--- config.mk ---
export PLATFORM = sky130hd
export DESIGN_NAME = phase_sequencer_flat
export DESIGN_NICKNAME = d
export VERILOG_FILES = /design/src/rtl/phase_seq_pkg.sv /design/src/rtl/phase_sequencer_if.sv /design/src/rtl/btn_edge_sync.sv /design/src/rtl/phase_sequencer.sv /design/src/flat_wrapper.sv
export SDC_FILE = /design/constraint.sdc
export NUM_CORES = 1
export LEC_CHECK = 0
export BUFFER_PORTS_ARGS = -buffer_cell sky130_fd_sc_hd__clkbuf_2
export CAP_MARGIN = 25
export CORE_UTILIZATION = 50
export DETAILED_ROUTE_END_ITERATION = 6
export PLACE_DENSITY = 0.87
export REMOVE_ABC_BUFFERS = 1
export SLEW_MARGIN = 20
export SYNTH_ARGS = -nofsm -noshare
export SYNTH_HDL_FRONTEND = slang
export SYNTH_SLANG_ARGS = --single-unit
--- constraint.sdc ---
create_clock -name clk -period 1.8 [get_ports clk]
set_input_delay 0 -clock clk [delete_from_list [all_inputs] [get_ports clk]]
set_output_delay 0 -clock clk [all_outputs]
set_load 0.02 [all_outputs]
--- src/rtl/phase_seq_pkg.sv ---
// ---------------------------------------------------------------------------
// phase_seq_pkg
//
// Definitions shared by the phase sequencer and the downstream control
// decoder: the sequencer state encoding, the idle phase value, and the
// opcode fields that identify the HLT instruction.
//
// Contents:
//   seq_state_t  - sequencer state (IDLE, RUN, HALT)
//   PHASE_IDLE   - phase value presented while not executing
//   OP_ALU       - instruction[15:14] value for the ALU group
//   ALU_HLT      - instruction[7:4] value selecting HLT within the ALU group
//   is_hlt()     - decodes HLT from a full 16-bit instruction word
// ---------------------------------------------------------------------------
package phase_seq_pkg;

   typedef enum logic [1:0] {
      IDLE = 2'd0,
      RUN  = 2'd1,
      HALT = 2'd2
   } seq_state_t;

   localparam logic [2:0] PHASE_IDLE = 3'd0;

   localparam logic [1:0] OP_ALU  = 2'b11;
   localparam logic [3:0] ALU_HLT = 4'b1111;

   // HLT lives in the ALU opcode group with a dedicated function field
   function automatic logic is_hlt(input logic [15:0] instr);
      return (instr[15:14] == OP_ALU) && (instr[7:4] == ALU_HLT);
   endfunction

endpackage

--- src/rtl/phase_sequencer_if.sv ---
// ---------------------------------------------------------------------------
// phase_sequencer_if
//
// Bundle of the front-panel, IR and phase signals exchanged between the
// phase sequencer and its surroundings.
//
// Parameters:
//   CNT_W        - width of the retired-instruction counter
//
// Signals:
//   exec_btn     - raw exec button level (asynchronous)
//   step_btn     - raw step button level (only with PHASE_SEQ_STEP_EN)
//   instruction  - IR contents, valid from phase 2 onward
//   phase        - current phase, 0 while idle or halted
//   running      - sequencer is executing instructions
//   halted       - sequencer stopped on HLT
//   inst_cnt     - retired-instruction count
//
// Modports:
//   master       - drives buttons and IR, observes sequencer outputs
//   slave        - the sequencer itself
//
// Configuration macro: PHASE_SEQ_STEP_EN adds the step_btn signal.
// ---------------------------------------------------------------------------
interface phase_sequencer_if #(
   parameter int CNT_W = 16
);

   logic             exec_btn;
`ifdef PHASE_SEQ_STEP_EN
   logic             step_btn;
`endif
   logic [15:0]      instruction;
   logic [2:0]       phase;
   logic             running;
   logic             halted;
   logic [CNT_W-1:0] inst_cnt;

   modport master (
`ifdef PHASE_SEQ_STEP_EN
      output step_btn,
`endif
      output exec_btn,
      output instruction,
      input  phase,
      input  running,
      input  halted,
      input  inst_cnt
   );

   modport slave (
`ifdef PHASE_SEQ_STEP_EN
      input  step_btn,
`endif
      input  exec_btn,
      input  instruction,
      output phase,
      output running,
      output halted,
      output inst_cnt
   );

endinterface

--- src/rtl/btn_edge_sync.sv ---
// ---------------------------------------------------------------------------
// btn_edge_sync
//
// Brings an asynchronous push-button level into the clock domain through a
// two-flop synchroniser and turns each rising edge into a single-cycle pulse.
//
// Ports:
//   clk    - system clock
//   rst_n  - asynchronous active-low reset, clears all flops
//   btn    - raw button level
//   pulse  - high for one cycle after each synchronised rising edge
//
// Latency: a level first sampled high at edge k gives a pulse during the
// cycle that follows edge k+1.
// ---------------------------------------------------------------------------
module btn_edge_sync (
   input  logic clk,
   input  logic rst_n,
   input  logic btn,
   output logic pulse
);

   logic meta_q;
   logic sync_q;
   logic prev_q;

   // meta_q may go metastable; only sync_q and its delayed copy are used
   always_ff @(posedge clk or negedge rst_n) begin
      if (!rst_n) begin
         meta_q <= 1'b0;
         sync_q <= 1'b0;
         prev_q <= 1'b0;
      end else begin
         meta_q <= btn;
         sync_q <= meta_q;
         prev_q <= sync_q;
      end
   end

   assign pulse = sync_q & ~prev_q;

endmodule

--- src/rtl/phase_sequencer.sv ---
// ---------------------------------------------------------------------------
// phase_sequencer
//
// Drives the 3-bit phase that steps the control decoder through each
// instruction (phases 1..NUM_PHASES), holding phase 0 while idle or halted.
// The exec button toggles run/stop; a stop request lets the current
// instruction finish. HLT in the IR, seen at phase 2, halts the machine.
// Every retired instruction (including HLT) bumps inst_cnt.
//
// Parameters:
//   NUM_PHASES   - phases per instruction, legal range 2..7
//   CNT_W        - retired-instruction counter width (must match bus)
//
// Ports:
//   clk          - system clock
//   rst_n        - asynchronous active-low reset
//   bus          - phase_sequencer_if.slave: buttons, IR and outputs
//
// All outputs are registered.
//
// Configuration macro: PHASE_SEQ_STEP_EN enables the step button, which
// runs exactly one instruction from IDLE or HALT.
// ---------------------------------------------------------------------------
module phase_sequencer
   import phase_seq_pkg::*;
#(
   parameter int NUM_PHASES = 5,
   parameter int CNT_W      = 16
) (
   input  logic              clk,
   input  logic              rst_n,
   phase_sequencer_if.slave  bus
);

   localparam logic [2:0] FIRST_PHASE = 3'd1;
   localparam logic [2:0] HLT_PHASE   = 3'd2;
   localparam logic [2:0] LAST_PHASE  = 3'(NUM_PHASES);

   seq_state_t       state_q;
   seq_state_t       state_d;
   logic [2:0]       phase_q;
   logic [2:0]       phase_d;
   logic             stop_req_q;
   logic             stop_req_d;
   logic             running_q;
   logic             running_d;
   logic             halted_q;
   logic             halted_d;
   logic [CNT_W-1:0] cnt_q;
   logic [CNT_W-1:0] cnt_d;
   logic             exec_p;

   btn_edge_sync u_exec_sync (
      .clk   (clk),
      .rst_n (rst_n),
      .btn   (bus.exec_btn),
      .pulse (exec_p)
   );

`ifdef PHASE_SEQ_STEP_EN
   logic step_p;
   logic step_mode_q;
   logic step_mode_d;

   btn_edge_sync u_step_sync (
      .clk   (clk),
      .rst_n (rst_n),
      .btn   (bus.step_btn),
      .pulse (step_p)
   );
`endif

   // Next-state logic. stop_req is a toggle: each exec pulse during RUN
   // flips it, and the sequencer only acts on it at the final phase so
   // that an instruction is never cut short. A pending request at the final
   // phase wins over a simultaneous pulse, which is then simply consumed.
   always_comb begin
      state_d     = state_q;
      phase_d     = phase_q;
      stop_req_d  = stop_req_q;
      cnt_d       = cnt_q;
`ifdef PHASE_SEQ_STEP_EN
      step_mode_d = step_mode_q;
`endif

      unique case (state_q)
         IDLE, HALT: begin
            if (exec_p) begin
               state_d     = RUN;
               phase_d     = FIRST_PHASE;
               stop_req_d  = 1'b0;
`ifdef PHASE_SEQ_STEP_EN
               step_mode_d = 1'b0;
            end else if (step_p) begin
               state_d     = RUN;
               phase_d     = FIRST_PHASE;
               stop_req_d  = 1'b0;
               step_mode_d = 1'b1;
`endif
            end
         end

         RUN: begin
            if ((phase_q == HLT_PHASE) && is_hlt(bus.instruction)) begin
               // HLT beats any exec pulse arriving in the same cycle
               state_d     = HALT;
               phase_d     = PHASE_IDLE;
               stop_req_d  = 1'b0;
               cnt_d       = cnt_q + CNT_W'(1);
`ifdef PHASE_SEQ_STEP_EN
               step_mode_d = 1'b0;
`endif
            end else if (phase_q == LAST_PHASE) begin
               cnt_d = cnt_q + CNT_W'(1);
`ifdef PHASE_SEQ_STEP_EN
               if (stop_req_q || step_mode_q) begin
`else
               if (stop_req_q) begin
`endif
                  state_d     = IDLE;
                  phase_d     = PHASE_IDLE;
                  stop_req_d  = 1'b0;
`ifdef PHASE_SEQ_STEP_EN
                  step_mode_d = 1'b0;
`endif
               end else begin
                  // a pulse here defers the stop to the next instruction
                  phase_d    = FIRST_PHASE;
                  stop_req_d = exec_p;
               end
            end else begin
               phase_d = phase_q + 3'd1;
               if (exec_p) begin
                  stop_req_d = ~stop_req_q;
               end
            end
         end

         default: begin
            state_d    = IDLE;
            phase_d    = PHASE_IDLE;
            stop_req_d = 1'b0;
`ifdef PHASE_SEQ_STEP_EN
            step_mode_d = 1'b0;
`endif
         end
      endcase

      running_d = (state_d == RUN);
      halted_d  = (state_d == HALT);
   end

   // State and output registers; reset abandons any instruction in flight
   always_ff @(posedge clk or negedge rst_n) begin
      if (!rst_n) begin
         state_q    <= IDLE;
         phase_q    <= PHASE_IDLE;
         stop_req_q <= 1'b0;
         running_q  <= 1'b0;
         halted_q   <= 1'b0;
         cnt_q      <= '0;
      end else begin
         state_q    <= state_d;
         phase_q    <= phase_d;
         stop_req_q <= stop_req_d;
         running_q  <= running_d;
         halted_q   <= halted_d;
         cnt_q      <= cnt_d;
      end
   end

`ifdef PHASE_SEQ_STEP_EN
   // Remembers that the current run was started by a single step
   always_ff @(posedge clk or negedge rst_n) begin
      if (!rst_n) begin
         step_mode_q <= 1'b0;
      end else begin
         step_mode_q <= step_mode_d;
      end
   end
`endif

   assign bus.phase    = phase_q;
   assign bus.running  = running_q;
   assign bus.halted   = halted_q;
   assign bus.inst_cnt = cnt_q;

endmodule

--- src/flat_wrapper.sv ---
// flat-port wrapper written by rule: the top's interface ports become plain ports
module phase_sequencer_flat import phase_seq_pkg::*;
#(
   parameter int NUM_PHASES = 5,
   parameter int CNT_W      = 16
)
  (clk, rst_n, bus_exec_btn, bus_instruction, bus_phase, bus_running, bus_halted, bus_inst_cnt);
  phase_sequencer_if #(.CNT_W(CNT_W)) bus_i ();
  input  logic clk;
  input  logic rst_n;
  input wire logic [$bits(bus_i.exec_btn)-1:0] bus_exec_btn;
  input wire logic [$bits(bus_i.instruction)-1:0] bus_instruction;
  output wire logic [$bits(bus_i.phase)-1:0] bus_phase;
  output wire logic [$bits(bus_i.running)-1:0] bus_running;
  output wire logic [$bits(bus_i.halted)-1:0] bus_halted;
  output wire logic [$bits(bus_i.inst_cnt)-1:0] bus_inst_cnt;
  assign bus_i.exec_btn = bus_exec_btn;
  assign bus_i.instruction = bus_instruction;
  assign bus_phase = bus_i.phase;
  assign bus_running = bus_i.running;
  assign bus_halted = bus_i.halted;
  assign bus_inst_cnt = bus_i.inst_cnt;
  phase_sequencer #(.NUM_PHASES(NUM_PHASES), .CNT_W(CNT_W)) u_core (.clk(clk), .rst_n(rst_n), .bus(bus_i));
endmodule
### Word-level counts from Yosys, hierarchy flattened

Index checks and enable logic that the tools add are counted.

* add/subtract/negate cells: 2
* muxes and demuxes: 18
* reduce and logical (&&, ||, !) cells: 7
* divide/modulo/power cells: 0
* $lt $le $gt $ge: 0
* eq/ne operators: 10
* shifts and indexed selects: 0
* $mul: 0
* bitwise logic cells: 3

Operator list (count)
* 2-to-1 mux 16 bit: 2
* adder 16 x 1 -> 16 bit, second input constant: 1
* 2-to-1 mux 3 bit: 3
* 2-to-1 mux 2 bit: 4
* equality test 2 bit, second input constant: 3
* 2-to-1 mux 1 bit: 6
* one-hot mux 3 bit (2 select lines): 1
* equality test 2 x 1 -> 1 bit, second input constant: 2
* equality test 4 bit, second input constant: 1
* inequality test 4 x 1 -> 1 bit, second input constant: 1
* one-hot mux 2 bit (2 select lines): 1
* AND reduction 2 bit: 2
* adder 3 x 1 -> 3 bit, second input constant: 1
* equality test 3 x 2 -> 1 bit, second input constant: 1
* equality test 3 bit, second input constant: 1
* logical AND 1 bit: 2
* zero test 2 bit: 1
* inequality test 2 x 1 -> 1 bit, second input constant: 1
* inverter 1 bit: 2
* one-hot mux 1 bit (2 select lines): 1
* nonzero test 2 bit: 1
* OR reduction 2 bit: 1
* AND 1 bit: 1

* ROM bits: 0
* bits of input ports: 19
* output and inout bits: 21
* latch bits: 0
* flip-flop bits (word level): 27
* word-level logic and storage cells: 49
* bits in writable memories: 0
* memories: 0

### Logic depth before layout (Yosys ltp)

Gate-level depths: netlist (run 1).

* depth after elaboration: 6
* gate-level depth with buffers: 6
* mapped depth without buffers: 4

### Hierarchy

From an unflattened synthesis (run 1), not the netlist that was laid out.

* cells, all modules: 106
* area, all modules: 1223.7 µm²

By module, submodules not included
* phase_sequencer: area each 1134.8 µm², seq. area each 600.6 µm², instances 1, cells each 102
* btn_edge_sync: area each 88.8 µm², seq. area each 75.1 µm², instances 1, cells each 4

### Least setup slack after synthesis (run 1)

No wires, ideal clock.

* kind: reg-to-reg
* start: register u_core.phase_q[2], in the netlist u_core.bus.phase[2]
* end: register u_core.cnt_q[12], in the netlist u_core.bus.inst_cnt[12]
* cell stages (with the launch flop): 6
* setup time: 130 ps
* arrival: 1520 ps
* clock period less this slack: 1650 ps
* required time: 1670 ps
* setup slack: 150 ps
* path buffers: 1
* cell sequence: dfrtp_1 -> nand3b_1 -> o41ai_4 -> buf_6 -> nand4_1 -> xnor2_1

* word-level cells in the longest chain between the ends: 4
* elaborated cells on any way between the ends: 6
* classes of those cells: 2 x eq/ne; 1 x mux; 3 x reduce/logical

Ends and longest elaborated chain
* start: declaration: line phase_sequencer.sv:41 `logic [2:0] phase_q;`
* start signal: assignment: line phase_sequencer.sv:164 `phase_q <= phase_d;`
* equality test 3 x 2 -> 1 bit: line phase_sequencer.sv:104 `if ((phase_q == HLT_PHASE) && is_hlt(bus.instruction)) begin`
* logical AND 1 bit: line phase_sequencer.sv:104
* nonzero test 2 bit (no line)
* AND reduction 2 bit (no line)
* end signal: assignment: line phase_sequencer.sv:168 `cnt_q <= cnt_d;`
* end: declaration: line phase_sequencer.sv:49 `logic [CNT_W-1:0] cnt_q;`

Several ways; a longest one is shown, not always the timed one.
A chain may end at the register's enable or synchronous reset.

### Worst setup path after layout (run 1)

* start: register u_core.phase_q[0], in the netlist u_core.bus.phase[0]
* end: register u_core.cnt_q[1], in the netlist u_core.bus.inst_cnt[1]

Same word-level chain as after synthesis.

==> qor.yml, run 1 <==
placed_design:
  placed_cell_area_mm2: 0.001501
  dp_hpwl_um: 1939
  globalplace.congestion: 0.8362
  dp_slack_ns: 0.1644
  port_buffers: 29
  dp_cells: 179
power_and_ir_drop:
  power_density_mw_per_mm2: 1142
  power_mw: 1.771
  p_leak_nw: 0.7138
  vdd_drop_max_v: 0.0009984
global_route:
  grtUsageTotal: 0.2146
  grt_pass1_wl_um: 4264
  antenna_found_initial: 0
  overflow: 0
  grt_pass1_vias: 1002
  grt_max_degree: 28
clock_tree:
  cts_setup_buffers: 0
  clkSinkCount: 27
  cts.root.buffer_cell: "clkbuf_4"
  clock_latency_ns: 0.33
  postCtsHoldBufs: 2
  clk_pin_slew_ns: 0.15
  ctsResizeCount: 0
  numCtsBuffers: 3
  htree_levels: 1
  cts_tree: "yes"
  clock_path_buffers: 2
synth:
  yosysWarnings: 0
  yosysTopAreaCell: "dfrtp_1"
  yosys-top-cells-area: "dfrtp_1, xnor2_1, nand4_1"
  synth_top_area_share: 0.5158
  netlist-cell-type-count: 31
  ys_ff_latch: 27
  synth-edff-count: 0
  synth-async-reset-ratio: 1.000
  ys_seq_area_frac: 0.5158
  synth_area_per_cell_um2: 10.74
  synthFlopType: "dfrtp_1"
  syn_inst: 122
  synth_area_mm2: 0.001310
sta:
  timing.fmax_ghz: 0.6112
  slew_violations: 0
  setup_viol: 0
  worst_pin_slew_ns: 0.6356
  final-hold-violation-count: 0
  fin_setup_tns_ns: 0
  skew_ns: 0.009686
  slew_headroom: 0.5763
  holdWs_ns: 0.08575
  rsz0062_at_grt: "false"
  period_needed_ns: 1.636
  fin_ws_ns: 0.1638
  period_share: 0.9090
critical_path:
  required_ns: 2.04
  end_kind: "flop"
  start_kind: "flop"
  cp_slowest_cell: "dfrtp_1"
  crit_type: "reg2reg"
  reg2reg_depth: 5
  crit_path_max_fanout: 15
  cp.arrival_ns: 1.88
  max_stage_delay_ns: 0.60
  crit_chain: "nand3b_1 -> o41ai_4 -> buf_4 -> nand2_2 -> mux2_2"
detailed_routing:
  drt_iter0_drc: 18
  drtPass1Iterations: 4
  drtAntennaViolNets: 0
  avgViaCountPerCell: 5.676
  route.vias.total: 1050
  route.detailed.drc: 0
  drt-total-wl_um: 2609
  wl_per_cell_um: 14.10
finish:
  stdcell_count: 185
  synthToLayoutAreaGrowth_pct: 18.43
  layout.nets: 176
  finalCoreUtilization: 0.6263
  stdcell_area_mm2: 0.001551
  drive_gt1_frac: 0.2774
  diodes: 0
die:
  dieArea_mm2: 0.002829
  rows: 18
  die_width_um: 53.19
  ios: 40
  initial_core_util: 0.5288
  die_h_um: 53.19
  design.core.area_mm2: 0.002477
hold_path:
  min_path_cells: 4
  hp-class: "in2reg"
flow_run:
  drv_cap: 0
status:
  status: "complete, no violations"
[cells in the final DEF, fill, tap and decap left out, drive strengths merged, types with 4 or more instances in the layout]
cell type / instances
nand2: 7
clkbuf: 32
xnor2: 15
nand4: 17
o21ai: 8
nor2: 4
dfrtp: 27
and3: 6
buf: 4
nand3: 4
[layout make-up]
class / count / area (um^2)
Fill cell: 213 / 925.9
Sequential cell: 27 / 675.6
Multi-Input combinational cell: 86 / 589.3
Timing Repair Buffer: 35 / 207.7
Tap cell: 30 / 37.54
Clock buffer: 3 / 22.52
Inverter: 3 / 11.26
Clock inverter: 1 / 7.507
[sequential cells by signal, summed over array words and instances (netlist names)]
register,cells
u_core.bus.halted,1
u_core.u_exec_sync.meta_q,1
u_core.state_q,2
u_core.bus.phase,3
u_core.bus.inst_cnt,16
u_core.u_exec_sync.sync_q,1
u_core.stop_req_q,1
u_core.bus.running,1
u_core.u_exec_sync.prev_q,1
[metal layers]
layer | share of wire | track usage | wire, um | vias to the layer above
met3 | 0.046 | 0.03448 | 119 | 5
met1 | 0.43 | 0.2579 | 1126 | 507
met2 | 0.50 | 0.3734 | 1314 | 28
met5 | 0 | 0 | 0 | -
li1 | - | - | - | 510
met4 | 0.018 | 0.09649 | 48 | 0
[worst paths after layout]
check                                       endpoint                       from  slack, ns
setup / recovery              u_core.bus.inst_cnt[1]        u_core.bus.phase[0]       0.16
min in group asynchronous  u_core.u_exec_sync.meta_q                      rst_n       0.19
hold reg to reg            u_core.u_exec_sync.prev_q  u_core.u_exec_sync.sync_q       0.39
hold / removal                     u_core.state_q[1]         bus_instruction[4]       0.09
max in group asynchronous        u_core.bus.phase[1]                      rst_n       1.19
setup reg to reg              u_core.bus.inst_cnt[1]        u_core.bus.phase[0]       0.16
[critical path: cells and delay by family, from the launching register on]
family / cells / cell delay (ns)
mux: 1 / 0.26
simple gates: 2 / 0.33
flops: 1 / 0.60
buf+inv: 1 / 0.26
compound gates: 1 / 0.10
[cell usage after synthesis, types with 2 or more instances]
| master | instances |
|---|---|
| nor3_1 | 3 |
| clkbuf_1 | 2 |
| nand3b_1 | 2 |
| nor2_1 | 4 |
| nor2b_1 | 3 |
| o21ai_0 | 8 |
| and4_1 | 3 |
| a31o_2 | 2 |
| dfrtp_1 | 27 |
| nand2_1 | 6 |
| xnor2_1 | 15 |
| buf_2 | 3 |
| inv_1 | 2 |
| and3_1 | 6 |
| nand4_1 | 17 |
| nand3_1 | 4 |
[report_power, final]
group / internal [mW] / total [mW] / switching (mW)
sequential: 0.702 / 0.827 / 0.125
combinational: 0.285 / 0.678 / 0.393
clock: 0.0853 / 0.266 / 0.181
total: 1.07 / 1.77 / 0.699
[cells by family (layout without fill, tap and decap cells)]
group | after synthesis | after routing | share of synthesized area
multiplexers | 2 | 2 | 0.01624
XOR/XNOR | 15 | 15 | 0.1003
AO/OA/AOI/OAI | 14 | 14 | 0.08119
adder cells (fa/ha/maj) | 1 | 1 | 0.009550
AND/OR/NAND/NOR | 54 | 54 | 0.2426
buffers and inverters | 9 | 42 | 0.03438
flip-flops | 27 | 27 | 0.5158
(Power assumes the default switching activity.)
==> run 2: changes to the inputs <==
--- a/config.mk
+++ b/config.mk
@@ -7,8 +7,10 @@
 export LEC_CHECK = 0
 export BUFFER_PORTS_ARGS = -buffer_cell sky130_fd_sc_hd__clkbuf_2
 export CAP_MARGIN = 25
+export CORE_ASPECT_RATIO = 0.5
 export CORE_UTILIZATION = 50
 export DETAILED_ROUTE_END_ITERATION = 6
+export HOLD_SLACK_MARGIN = 0.15
 export PLACE_DENSITY = 0.87
 export REMOVE_ABC_BUFFERS = 1
 export SLEW_MARGIN = 20
==> qor.yml, run 2 (synthesized netlist as in run 1, its figures left out) <==
sta:
  setup_viol: 0  # unchanged
  worst_pin_slew_ns: 0.6485  # +0.01294 ns
  final-hold-violation-count: 0  # unchanged
  period_needed_ns: 1.625  # -0.01118 ns
  period_share: 0.9028  # -0.006209
  skew_ns: 0.004372  # -0.005314 ns
  timing.fmax_ghz: 0.6154  # +0.69%
  slew_headroom: 0.5677  # -0.008627
  slew_violations: 0  # unchanged
  rsz0062_at_grt: "false"
clock_tree:
  ctsResizeCount: 0  # unchanged
  clkSinkCount: 27  # unchanged
  clock_latency_ns: 0.27  # -0.06 ns
  cts_tree: "yes"
  clk_pin_slew_ns: 0.09  # -0.06 ns
  numCtsBuffers: 3  # unchanged
  htree_levels: 1  # unchanged
  clock_path_buffers: 2  # unchanged
  cts.root.buffer_cell: "clkbuf_8"
placed_design:
  dp_cells: 185  # +3.4%
  placed_cell_area_mm2: 0.001503  # about the same
  dp_hpwl_um: 1883  # -2.8%
  globalplace.congestion: 0.7920  # -5.3%
  port_buffers: 29  # unchanged
detailed_routing:
  drt-total-wl_um: 2593  # -0.61%
  avgViaCountPerCell: 5.560  # -2.0%
  route.detailed.drc: 0  # unchanged
  drt_iter0_drc: 73  # +55
  drtAntennaViolNets: 0  # unchanged
  wl_per_cell_um: 13.58  # -3.7%
  drtPass1Iterations: 4  # unchanged
  route.vias.total: 1062  # +1.1%
critical_path:
  cp_slowest_cell: "dfrtp_1"
  required_ns: 1.96  # -0.08 ns
  cp.arrival_ns: 1.79  # -0.09 ns
  max_stage_delay_ns: 0.46  # -0.14 ns
  crit_type: "reg2reg"
  crit_chain: "inv_2 -> o41ai_4 -> buf_4 -> nand2_2 -> mux2_2"
  crit_path_max_fanout: 15  # unchanged
  reg2reg_depth: 5  # unchanged
  start_kind: "flop"
  end_kind: "flop"
die:
  dieArea_mm2: 0.002841  # +0.45%
  design.core.area_mm2: 0.002342  # -5.5%
  die_width_um: 74.39  # +40%
  ios: 40  # unchanged
  rows: 12  # -6
  die_h_um: 38.20  # -28%
  initial_core_util: 0.5593  # +0.03051
finish:
  layout.nets: 177  # +0.57%
  multi_input_area_um2: 589.3  # unchanged
  final_cell_mix: "clkbuf_2, dfrtp_1, nand4_1"
  seq_area_um2: 675.6  # unchanged
  synthToLayoutAreaGrowth_pct: 19.77
  stdcell_area_mm2: 0.001569  # +1.1%
  drive_gt1_frac: 0.2821  # +0.004632
  stdcell_count: 191  # +3.2%
  diodes: 0  # unchanged
  mostFrequentLayoutCell: "clkbuf_2"
  n_fill_cell: 181  # -15%
  largest_reg_flops: 16  # unchanged
power_and_ir_drop:
  p_comb_frac: 0.372  # -0.011
  seq_power_share: 0.443  # -0.024
  swShare: 0.3832  # -0.01146
  p_switching_uw: 703.7  # +0.69%
  p_leak_nw: 0.7249  # +1.6%
  vdd_drop_max_v: 0.0005776  # -42%
  p_int_mw: 1.133  # +5.7%
  power_frac_clock: 0.185  # +0.035
  power_density_mw_per_mm2: 1171  # +2.5%
status:
  status: "complete, no violations"
global_route:
  grtUsageTotal: 0.2109  # -0.003688
  overflow: 0  # unchanged
  grt_max_degree: 28  # unchanged
  grt_pass1_wl_um: 4257  # -0.16%
  antenna_found_initial: 0  # unchanged
  grt_pass1_vias: 998  # -0.40%
hold_path:
  min_path_cells: 4  # unchanged
  hp-class: "in2reg"
flow_run:
  drv_cap: 0  # unchanged
run 2: cell types whose count changed in the layout (fill, tap and decap cells not counted):
cell	change
buf_12	-1
buf_4	+2
clkbuf_4	-3
clkbuf_8	+3
clkinv_2	+1
clkinvlp_4	-1
run 2: worst max-delay path, delay by kind of cell, from the launching register on:
kind	cells	cell delay (ns)
flip-flops	1	0.46
AO/OA/AOI/OAI	1	0.35
buffers and inverters	2	0.35
multiplexers	1	0.27
AND/OR/NAND/NOR	1	0.09
run 2: final cells by class:
class,instances,area share
clock buffers,3,0.02632
clock inverters,1,0.003190
inverters,3,0.007177
flip-flops and latches,27,0.4306
multi-input cells,86,0.3756
well taps,35,0.02791
repair buffers,36,0.1292
run 2: power groups by stage:
stage | clock [mW] | combinational, mW | sequential (mW)
3_3_place_gp | 0 | 0.651 | 0.814
6_report | 0.340 | 0.682 | 0.814
5_1_grt | 0.375 | 0.744 | 0.826
4_1_cts | 0.343 | 0.675 | 0.811
3_5_place_dp | 0 | 0.670 | 0.823
2_1_floorplan | 0 | 0.314 | 0.920
run 2: path summary, 6_finish.rpt:
check | endpoint | slack [ns] | from
max | u_core.bus.inst_cnt[1] | 0.17 | u_core.bus.phase[1]
min in group asynchronous | u_core.bus.inst_cnt[6] | 0.29 | rst_n
max reg2reg | u_core.bus.inst_cnt[1] | 0.17 | u_core.bus.phase[1]
max in group asynchronous | u_core.bus.inst_cnt[0] | 1.09 | rst_n
min | u_core.bus.halted | 0.16 | bus_instruction[4]
min reg2reg | u_core.u_exec_sync.sync_q | 0.39 | u_core.u_exec_sync.meta_q
run 2: through the flow:
| step | util | setup WS, ns | TNS (ns) | hold slack, ns | total power [mW] |
|---|---|---|---|---|---|
| 2_1_floorplan | - | -0.02221 | -0.02221 | -0.2956 | 1.234 |
| 3_3_place_gp | 0.6416 | 0.2596 | 0 | 0.04839 | 1.465 |
| 3_5_place_dp | 0.6416 | 0.2125 | 0 | 0.06411 | 1.493 |
| 4_1_cts | 0.6699 | 0.2020 | 0 | 0.1613 | 1.829 |
| 6_report | 0.6699 | 0.1749 | 0 | 0.1615 | 1.837 |
| 5_1_grt | 0.6699 | 0.1186 | 0 | 0.1832 | 1.945 |
run 2: repair_timing:
item / CTS / global route
buffers inserted: 0 / 0
endpoints found under the hold margin: 28 / 0
hold buffers: 2 / 0
run 2: metal layers:
metal  global-route usage  up-vias  wire (um)
li1                     -      514          -
met1               0.2534      512       1220
met2               0.3761       32       1239
met3              0.05000        4         96
met4              0.08019        0         36
met5                    0        -          0
